## config.mk

```make
export PLATFORM = sky130hd
export DESIGN_NAME = uart_tx_scheduler
export DESIGN_NICKNAME = d
export VERILOG_FILES = /design/src/rtl/serial_pkg.sv /design/src/rtl/rr_arbiter2.sv /design/src/rtl/uart_tx_scheduler.sv
export SDC_FILE = /design/constraint.sdc
export NUM_CORES = 1
export LEC_CHECK = 0
export ABC_AREA = 1
export BUFFER_PORTS_ARGS = -buffer_cell sky130_fd_sc_hd__buf_4
export CAP_MARGIN = 5
export CORE_UTILIZATION = 49
export CTS_CLUSTER_DIAMETER = 30
export DETAILED_ROUTE_END_ITERATION = 8
export PLACE_DENSITY = 0.75
export SETUP_SLACK_MARGIN = 0.4
export SLEW_MARGIN = 20
export SYNTH_ARGS = -nofsm -noshare
export SYNTH_HDL_FRONTEND = slang
export SYNTH_SLANG_ARGS = --single-unit
```

## constraint.sdc

```tcl
create_clock -name clk -period 1.66 [get_ports clk]
set_input_delay 0.249 -clock clk [delete_from_list [all_inputs] [get_ports clk]]
set_output_delay 0.249 -clock clk [all_outputs]
set_load 0.02 [all_outputs]
```

## src/rtl/serial_pkg.sv

```systemverilog
// Shared types and defaults for the serial transmit scheduler.
package serial_pkg;

  typedef enum logic [1:0] {
    IDLE    = 2'd0,
    START   = 2'd1,
    RELEASE = 2'd2
  } state_t;

  localparam int DW_DEF      = 8;
  localparam int TIMEOUT_DEF = 200000;

endpackage

```

## src/rtl/rr_arbiter2.sv

```systemverilog
// Two-requester round-robin arbiter. Grant is combinational from valid;
// the priority pointer moves only when the caller accepts (advance).
module rr_arbiter2 (
  input  logic       clk,
  input  logic       reset,
  input  logic [1:0] valid,
  input  logic       advance,
  output logic [1:0] grant
);

  // prio = index of the requester that wins a tie
  logic prio;

  // pick a single winner; ties go to the requester not served last
  always_comb begin
    grant = 2'b00;
    case (valid)
      2'b01:   grant = 2'b01;
      2'b10:   grant = 2'b10;
      2'b11:   grant = prio ? 2'b10 : 2'b01;
      default: grant = 2'b00;
    endcase
  end

  // after serving requester N, hand the tie-break to the other one
  always_ff @(posedge clk) begin
    if (reset)        prio <= 1'b0;
    else if (advance) prio <= grant[0];
  end

endmodule

```

## src/rtl/uart_tx_scheduler.sv

```systemverilog
// Arbitrates two byte requesters onto one serial device using a
// four-phase start/finished handshake with a per-phase abort timer.
module uart_tx_scheduler
  import serial_pkg::*;
#(
  parameter int TIMEOUT = TIMEOUT_DEF,
  parameter int DW      = DW_DEF
) (
  input  logic          clk,
  input  logic          reset,
  input  logic          req0_valid,
  input  logic [DW-1:0] req0_data,
  output logic          req0_ready,
  input  logic          req1_valid,
  input  logic [DW-1:0] req1_data,
  output logic          req1_ready,
  output logic          dev_start,
  output logic [DW-1:0] dev_data,
  input  logic          dev_finished,
  output logic [1:0]    grant,
  output logic          busy,
  output logic [1:0]    timeout_err,
  input  logic          err_clear
);

  localparam int CW = (TIMEOUT > 2) ? $clog2(TIMEOUT) : 1;
  localparam logic [CW-1:0] CNT_MAX = CW'(TIMEOUT - 1);

  state_t        state, state_n;
  logic [CW-1:0] cnt, cnt_n;
  logic [1:0]    grant_n, err_set, ready, arb_gnt;
  logic [DW-1:0] data_n;
  logic          expired;

  rr_arbiter2 u_arb (
    .clk     (clk),
    .reset   (reset),
    .valid   ({req1_valid, req0_valid}),
    .advance (|ready),
    .grant   (arb_gnt)
  );

  assign expired    = (cnt == CNT_MAX);
  assign req0_ready = ready[0];
  assign req1_ready = ready[1];
  assign busy       = (state != IDLE);

  // next-state, handshake outputs and accept logic
  always_comb begin
    state_n   = state;
    grant_n   = grant;
    data_n    = dev_data;
    err_set   = 2'b00;
    ready     = 2'b00;
    dev_start = 1'b0;
    case (state)
      IDLE: begin
        // reset gate keeps an in-flight requester from seeing a pulse
        if (!reset && (|arb_gnt)) begin
          ready   = arb_gnt;
          grant_n = arb_gnt;
          data_n  = arb_gnt[1] ? req1_data : req0_data;
          state_n = START;
        end
      end
      START: begin
        dev_start = 1'b1;
        // a completion seen on the last cycle still counts as success
        if (dev_finished) begin
          state_n = RELEASE;
        end else if (expired) begin
          err_set = grant;
          grant_n = 2'b00;
          state_n = IDLE;
        end
      end
      RELEASE: begin
        if (!dev_finished) begin
          grant_n = 2'b00;
          state_n = IDLE;
        end else if (expired) begin
          err_set = grant;
          grant_n = 2'b00;
          state_n = IDLE;
        end
      end
      default: begin
        grant_n = 2'b00;
        state_n = IDLE;
      end
    endcase
    // phase timer restarts on every state entry
    if (state_n != state)   cnt_n = '0;
    else if (state != IDLE) cnt_n = cnt + 1'b1;
    else                    cnt_n = '0;
  end

  // state, timer, owner, byte and sticky error registers
  always_ff @(posedge clk) begin
    if (reset) begin
      state       <= IDLE;
      cnt         <= '0;
      grant       <= 2'b00;
      dev_data    <= '0;
      timeout_err <= 2'b00;
    end else begin
      state       <= state_n;
      cnt         <= cnt_n;
      grant       <= grant_n;
      dev_data    <= data_n;
      // a fresh abort beats a simultaneous clear for its own bit
      timeout_err <= (err_clear ? 2'b00 : timeout_err) | err_set;
    end
  end

endmodule

```

==> flow_summary.toml, run 1 <==
[status]
status = "finished clean"

[drt]
ant_nets = 0
met3_length_um = 266
wl_met2_mm = 2.40
drt-vias-per-instance = 5.04
wl_per_cell_um = 13.9
wl_mm = 4.91
drt_pass1_iterations = 4
top_layer = "met4"
drt-met1-wl_mm = 2.12
remaining_drc_errors = 0
drt_iter0_markers = 63
num_vias = 1780

[timing]
finalHoldViolations = 0
slew_headroom = 0.822
period_minus_slack_ns = 1.59
fin_crit_sh = 0.958
setup_viol = 0
whs_ns = 0.167
tns_ns = 0
slew_violations = 0
skew_ns = 0.0106
rsz0062_at_grt = "true"
max_slew.worst_pin.slew_ns = 0.265
max_freq_ghz = 0.629

[yosys]
synth_area_um2 = 1830
yosysUniqueCellTypes = 29
seq_area_frac_synth = 0.360
syn-instance-count = 240
synth_warnings = 0
synth_edf_count = 0
syn_area_per_cell_um2 = 7.64
synth_seq_cells = 33
synthFlopType = "dfxtp_1"
synthTopCellsByArea = "dfxtp_1, nand2_1, inv_1"
synth_top_area_share = 0.360
async_flop_share = 0
synth_nets = 267
yosysTopAreaCell = "dfxtp_1"

[global_routing]
grt_remaining_overflow = 0
grt_max_degree = 18
grt_pass1_vias = 1528
grt_use_total = 0.219
grt_pass1_wl_mm = 6.76
antenna_found_initial = 0

[job]
drv_cap = 0

[clock_network]
numCtsBuffers = 5
cts_tree = "built"
clock_latency_ns = 0.29
clockBufferDepth = 2
cts_sinks = 33
htreeDepth = 2
clockRootBuffer = "clkbuf_8"
clk_pin_slew_worst_paths_ns = 0.07

[floorplan]
initial_core_util = 0.528
die_w_um = 63.2
num_io_pins = 38
die_area_um2 = 3990
die_h_um = 63.2
core_um2 = 3470
rows = 21

[worst_setup_path]
crit_path_max_fanout = 10
reg2reg_to = "cnt[1]"
max_stage_delay_ns = 0.38
critPathBufInv = 3
cp.required_ns = 1.88
crit_family = "flip-flops"
crit_top_cell = "nand2_4"
r2r_slack_ns = 0.07
slowest_stage = "dfxtp_4"
critPathLaunchType = "flop"
critPathKind = "flop to flop"
r2r_cells = 10
cp-end-kind = "flop"
critical_path_arrival_ns = 1.81
crit_path_start = "state[0]"
r2r_start = "state[0]"
path_cells = "inv_6 > ha_4 > buf_6 > nand2_4 > a21oi_4 > nand2_4 > a21oi_4 > nand2_4 > buf_12 > nor2_1"

[placement]
port-buffer-count = 37
detailed_place_hpwl_mm = 2.59
gp_congestion = 0.802

[layout]
fin_util = 0.795
nNetsFinal = 333
layout_common_cells = "buf_4, nand2_1, inv_1"
drive_above_1_share = 0.495
layout_commonest_cell = "buf_4"
syn2layout_area_growth_pct = 50.4
diodes = 0

[min_path]
holdPathEnd = "dev_data[4]"
holdCritStartpoint = "req1_data[4]"
holdPathStages = 3
hold_path_class = "input pin to flop"

[power]
powerDensity_nw_per_um2 = 793
ir_drop_uv = 554
power_leakage_nw = 1.12
-- cells by family (layout without fill, tap and decap cells) --
| group | after synthesis | after routing | synth area share |
|---|---|---|---|
| fa+ha+maj | 5 | 5 | 0.0341 |
| flops | 33 | 33 | 0.360 |
| xor+xnor | 16 | 16 | 0.0764 |
| compound gates | 29 | 29 | 0.0969 |
| buf+inv | 43 | 110 | 0.0976 |
| simple gates | 114 | 114 | 0.334 |
-- repair_timing --
| item | in CTS | in global routing |
|---|---|---|
| hold buffers | 0 | 0 |
| pin swaps | 7 | 7 |
| setup buffers | 12 | 7 |
| resized for setup | 22 | 42 |
| endpoints found under the setup margin | 28 | 37 |
| endpoints found under the hold margin | 0 | 0 |
| cloned | 0 | 2 |
-- report_power, final --
part	internal, mW	total (mW)	switching [mW]
logic	0.321	0.670	0.349
clock network	0.338	0.640	0.302
registers	0.839	0.877	0.0384
-- layer usage --
layer | up-vias | global-route usage
li1 | 880 | -
met1 | 820 | 0.289
met2 | 65 | 0.319
met3 | 15 | 0.0688
met4 | 0 | 0.113
met5 | - | 0
-- sequential cells by signal, summed over array words and instances, names as in the netlist --
| name | flops |
|---|---|
| grant | 2 |
| dev_data | 8 |
| state | 2 |
| timeout_err | 2 |
| cnt | 18 |
| u_arb.prio | 1 |
-- worst max-delay path by stage --
stage	slack, ns	cells after the start	to
after CTS	0.14	10	cnt[15]
after floorplan	0.14	12	cnt[10]
after global placement	0.07	11	cnt[16]
after global routing	0.009	11	cnt[2]
after detailed placement	0.05	11	cnt[16]
final	0.07	10	cnt[1]
-- tightest hold or removal path, stage by stage --
cell and delay, ns:
buf_4 0.07, o21ai_1 0.06, nand2_1 0.05
-- final cells by class --
class / instances / area, um2
well taps: 46 / 57.6
fillers: 214 / 711
multi-input cells: 164 / 1200
flip-flops and latches: 33 / 678
repair buffers: 63 / 572
clock buffers: 8 / 90.1
inverters: 39 / 161
-- synthesized netlist by cell type (3+ instances only) --
library cell	n
nand2_1	37
inv_1	34
dfxtp_1	33
nor2_1	22
nand3_1	21
a21oi_1	15
xor2_1	12
nor2_4	11
o21ai_0	9
nand2_2	7
nor2_2	6
ha_1	5
inv_2	4
xnor2_1	4
nor3_1	3
-- per-stage QoR --
| stage | setup slack (ns) | instances | total power [mW] | area, um2 |
|---|---|---|---|---|
| after CTS | 0.135 | 344 | 2.05 | 2540 |
| after detailed placement | 0.0464 | 324 | 1.35 | 2260 |
| final | 0.0691 | 353 | 2.19 | 2760 |
| after global placement | 0.0725 | 324 | 1.35 | 2260 |
| after floorplan | 0.139 | 240 | 1.18 | 1900 |
| after global routing | 0.00871 | 353 | 2.27 | 2760 |
(Power assumes the default switching activity.)
==> run 2, diff against run 1 <==
--- a/config.mk
+++ b/config.mk
@@ -8,10 +8,11 @@
 export ABC_AREA = 1
 export BUFFER_PORTS_ARGS = -buffer_cell sky130_fd_sc_hd__buf_4
 export CAP_MARGIN = 5
+export CORE_ASPECT_RATIO = 0.5
 export CORE_UTILIZATION = 49
 export CTS_CLUSTER_DIAMETER = 30
 export DETAILED_ROUTE_END_ITERATION = 8
-export PLACE_DENSITY = 0.75
+export PLACE_DENSITY = 0.73
 export SETUP_SLACK_MARGIN = 0.4
 export SLEW_MARGIN = 20
 export SYNTH_ARGS = -nofsm -noshare
==> constraint.sdc (replaced) <==
create_clock -name clk -period 1.7 [get_ports clk]
set_input_delay 0.255 -clock clk [delete_from_list [all_inputs] [get_ports clk]]
set_output_delay 0.255 -clock clk [all_outputs]
set_load 0.02 [all_outputs]
==> run 2 against run 1 <==
Global-route usage grew 0.78 points. Sequential share of layout area down 0.58 points. First-iteration DRC count up 13%. Wire length increased by 5.0%.
==> flow_summary.toml, run 2 (same netlist as run 1, synthesis figures left out) <==
[floorplan]
die_h_um = 45.3
core_um2 = 3510
rows = 15
num_io_pins = 38
initial_core_util = 0.522
die_area_um2 = 4000
die_w_um = 88.5

[global_routing]
antenna_found_initial = 0
grt_remaining_overflow = 0
grt_use_total = 0.227
grt_max_degree = 18
grt_pass1_vias = 1561
grt_pass1_wl_mm = 6.62

[layout]
top_regs = "cnt (18), dev_data (8)"
layout_common_cells = "buf_4, nand2_1, inv_1"
nNetsFinal = 339
diodes = 0
largest_register = "cnt"
drive_above_1_share = 0.508
largest_reg_flops = 18
syn2layout_area_growth_pct = 54.1
layout_commonest_cell = "buf_4"

[worst_setup_path]
r2r_cells = 11
reg2reg_to = "cnt[0]"
cp.required_ns = 1.93
critPathKind = "flop to flop"
critical_path_arrival_ns = 1.89
crit_end = "cnt[0]"
r2r_start = "state[0]"
r2r_slack_ns = 0.04
critPathLaunchType = "flop"
cp-end-kind = "flop"
crit_path_start = "state[0]"
crit_path_max_fanout = 5

[drt]
drt-met1-wl_mm = 2.10
drt_iter0_markers = 71
drt_pass1_iterations = 4
ant_nets = 0
met3_length_um = 389
top_layer = "met4"
remaining_drc_errors = 0
wl_per_cell_um = 14.2
wl_mm = 5.16
wl_met2_mm = 2.60
drt-vias-per-instance = 4.87
num_vias = 1773

[power]
p_seq_frac = 0.399
power_leakage_nw = 1.16
p_sw_uw = 719
clkPwrFrac = 0.285
ir_drop_uv = 618
p_int_mw = 1.44
power_mw = 2.16
p_sw_frac = 0.333
comb_power_share = 0.316
powerDensity_nw_per_um2 = 764

[timing]
max_freq_ghz = 0.601
skew_ns = 0.00668
finalHoldViolations = 0
slew_violations = 0
period_minus_slack_ns = 1.66
max_slew.worst_pin.slew_ns = 0.284
setup_viol = 0
slew_headroom = 0.810
fin_crit_sh = 0.978
rsz0062_at_grt = "true"
whs_ns = 0.162

[clock_network]
clock_latency_ns = 0.30
clk_pin_slew_worst_paths_ns = 0.08
clockRootBuffer = "clkbuf_8"
cts_sinks = 33
cts_tree = "built"
numCtsBuffers = 5
htreeDepth = 2
clockBufferDepth = 2
hold_buffers = 0

[min_path]
hold_path_class = "input pin to flop"
holdCritStartpoint = "req1_data[7]"

[placement]
port-buffer-count = 37
detailed_place_hpwl_mm = 2.91
gp_congestion = 0.787

[job]
drv_cap = 0

[status]
status = "finished clean"
==> run 2: cell types whose count changed in the layout (fill, tap and decap cells not counted), sizes merged <==
cell,before,now
clkinvlp,0,1
clkbuf,10,5
clkinv,1,3
buf,61,69
==> run 2: what timing repair did <==
action | CTS | global route
pin swaps | 7 | 18
endpoints found under the setup margin | 27 | 37
resized for setup | 16 | 56
cloned | 1 | 0
buffers inserted | 8 | 17
==> run 2: final cells by class <==
class | instances | area, um2
tap | 51 | 63.8
timing repair buffer | 69 | 617
multi-input combinational | 164 | 1210
fill | 199 | 686
sequential | 33 | 678
inverter | 39 | 164
clock buffer | 5 | 68.8
clock inverter | 3 | 17.5
==> run 2: worst max-delay path, cell delays in order, from the launching register on <==
cell and delay [ns]:
dfxtp_4 0.38, inv_6 0.07, ha_4 0.15, inv_2 0.06, a21oi_2 0.16, nand2_2 0.08, nand2_2 0.09, nand2_4 0.06
a21oi_4 0.18, nand2_4 0.12, buf_6 0.14, nor2_2 0.08
==> run 2: layer usage <==
layer	vias to the layer above	GRT usage
li1	894	-
met1	811	0.250
met2	59	0.394
met3	9	0.119
met4	0	0.0613
met5	-	0
==> run 2: how the worst min path moves through the flow <==
stage                       end  cells after the start
CTS                 dev_data[7]                      3
global placement         cnt[0]                      1
finish              dev_data[7]                      3
global route        dev_data[2]                      3
detailed placement       cnt[0]                      1
floorplan                cnt[0]                      1
==> run 2: per-stage QoR <==
step                setup TNS [ns]  cell area [um2]  utilization  setup slack, ns  std cells
finish                           0             2820        0.805           0.0374        364
global route                -0.149             2820        0.805          -0.0287        364
CTS                              0             2510        0.714            0.126        347
detailed placement               0             2260        0.644           0.0615        330
global placement                 0             2260        0.644            0.124        330
floorplan                        0             1890            -            0.179        240
==> run 2: power groups by stage <==
stage	Sequential, mW	Clock, mW	Combinational [mW]
global placement	0.872	0	0.437
floorplan	0.909	0	0.244
detailed placement	0.873	0	0.445
CTS	0.858	0.608	0.532
global route	0.866	0.646	0.724
finish	0.861	0.614	0.682
==> run 3, diff against run 2 <==
--- a/config.mk
+++ b/config.mk
@@ -18,3 +18,4 @@
 export SYNTH_ARGS = -nofsm -noshare
 export SYNTH_HDL_FRONTEND = slang
 export SYNTH_SLANG_ARGS = --single-unit
+export TNS_END_PERCENT = 1
==> constraint.sdc (replaced) <==
create_clock -name clk -period 1.7 [get_ports clk]
set_input_delay 0.17 -clock clk [delete_from_list [all_inputs] [get_ports clk]]
set_output_delay 0.17 -clock clk [all_outputs]
set_load 0.02 [all_outputs]
==> run 3 against run 2 <==
Setup slack improved by 0.068 ns. First-iteration DRC count down 41%. Wire length fell by 21%. Final cell count decreased by 4.9%. Register-to-register slack improved by 0.07 ns. Critical path type unchanged.
==> flow_summary.toml, run 3 (same netlist as run 1, synthesis figures left out) <==
[layout]
finalInstanceArea_um2 = 2520
drive_above_1_share = 0.417
diodes = 0
layout_commonest_cell = "buf_4"
nNetsFinal = 323
top_regs = "cnt (18), dev_data (8)"
largest_reg_flops = 18
largest_register = "cnt"
syn2layout_area_growth_pct = 37.7
layout_common_cells = "buf_4, nand2_1, inv_1"

[worst_setup_path]
reg2reg_to = "cnt[2]"
path_cells = "inv_6 > ha_4 > nand2_1 > o21ai_4 > nand2_2 > nand2_2 > nand2_2 > nand2_2 > nand2_2 > nand2_4 > buf_4 > nor2_2"
r2r_start = "state[1]"
critPathLaunchType = "flop"
critical_path_arrival_ns = 1.81
cp.required_ns = 1.91
critPathKind = "flop to flop"
crit_top_cell = "nand2_2"
r2r_cells = 12
max_stage_delay_ns = 0.39
r2r_slack_ns = 0.11
crit_path_max_fanout = 6
slowest_stage = "dfxtp_4"
cp-end-kind = "flop"

[placement]
gp_congestion = 0.869
port-buffer-count = 37
detailed_place_hpwl_mm = 2.90
dpl_worst_slack_ns = 0.0181
placed_cell_area_um2 = 2260

[drt]
drt-vias-per-instance = 4.85
num_vias = 1677
drt_pass1_iterations = 4
wl_mm = 4.09
drt_iter0_markers = 42
ant_nets = 0
wl_per_cell_um = 11.8
remaining_drc_errors = 0

[floorplan]
num_io_pins = 38
die_w_um = 88.5
rows = 15
core_um2 = 3510
die_area_um2 = 4000
die_h_um = 45.3
initial_core_util = 0.522

[global_routing]
grt_pass1_wl_mm = 6.52
antenna_found_initial = 0
grt_use_total = 0.220
grt_remaining_overflow = 0
grt_max_degree = 20
grt_pass1_vias = 1521

[clock_network]
clock_latency_ns = 0.28
cts_tree = "built"
numCtsBuffers = 5
clockRootBuffer = "clkbuf_8"
htreeDepth = 2
cts_sinks = 33
clockBufferDepth = 2
clk_pin_slew_worst_paths_ns = 0.07
hold_buffers = 0

[timing]
max_freq_ghz = 0.627
finalHoldViolations = 0
tns_ns = 0
rsz0062_at_grt = "true"
fin_crit_sh = 0.938
max_slew.worst_pin.slew_ns = 0.299
finalWorstSetupSlack_ns = 0.106
period_minus_slack_ns = 1.59
whs_ns = 0.117
skew_ns = 0.00498
slew_headroom = 0.799
slew_violations = 0
setup_viol = 0

[power]
p_seq_frac = 0.447
power_mw = 1.91
comb_power_share = 0.271
powerDensity_nw_per_um2 = 758
p_int_mw = 1.33
power_leakage_nw = 1.04
p_sw_frac = 0.305
ir_drop_uv = 430
p_sw_uw = 584
clkPwrFrac = 0.282

[status]
status = "finished clean"

[min_path]
hold_path_class = "input pin to flop"
holdCritStartpoint = "req1_data[1]"
holdPathStages = 3
holdPathEnd = "dev_data[1]"

[job]
drv_cap = 0
==> run 3: final cells by class <==
| cell class | instances | area (um2) |
|---|---|---|
| multi-input cells | 164 | 1110 |
| fillers | 291 | 985 |
| flip-flops and latches | 33 | 684 |
| repair buffers | 53 | 435 |
| inverters | 39 | 161 |
| clock buffers | 5 | 68.8 |
| well taps | 51 | 63.8 |
| clock inverters | 1 | 5.00 |
==> run 3: power by group through the flow <==
| stage | logic (mW) | registers, mW | clock network [mW] |
|---|---|---|---|
| after detailed placement | 0.449 | 0.872 | 0 |
| after CTS | 0.511 | 0.857 | 0.555 |
| after global routing | 0.558 | 0.860 | 0.574 |
| after floorplan | 0.244 | 0.909 | 0 |
| after global placement | 0.445 | 0.872 | 0 |
| final | 0.519 | 0.855 | 0.540 |
==> run 3: layer usage <==
metal | vias to the layer above | global-route usage | part of all wire | routed length [um]
met5 | - | 0 | 0 | 0
met1 | 775 | 0.254 | 0.44 | 1790
met3 | 2 | 0.0841 | 0.070 | 284
met2 | 38 | 0.374 | 0.49 | 2000
li1 | 862 | - | - | -
met4 | 0 | 0.0903 | 0.0042 | 17
==> run 3: what timing repair did <==
| item | in CTS | in global routing |
|---|---|---|
| setup buffers | 9 | 2 |
| pin swaps | 7 | 7 |
| gates resized for setup | 11 | 15 |
| setup endpoints to repair | 27 | 35 |
==> run 3: metrics by stage <==
step	utilization	cells
3_5_place_dp	0.645	329
4_1_cts	0.705	344
2_1_floorplan	-	240
6_report	0.719	346
3_3_place_gp	0.645	329
5_1_grt	0.719	346
==> run 3: worst max path at each step <==
stage                         from      end  slack, ns  depth (start not counted)
final                     state[1]   cnt[2]       0.11                         12
after floorplan           state[1]  cnt[10]       0.18                         12
after global routing        cnt[1]   cnt[7]       0.02                         11
after global placement    state[0]  cnt[10]       0.06                         11
after CTS                 state[1]   cnt[2]       0.14                         12
after detailed placement  state[0]  cnt[13]       0.02                         12
==> run 3: critical path, delay by kind of cell (launching register included) <==
kind,cells,cell delay (ns)
simple gates,8,0.67
flops,1,0.39
buf+inv,2,0.21
fa+ha+maj,1,0.17
compound gates,1,0.08
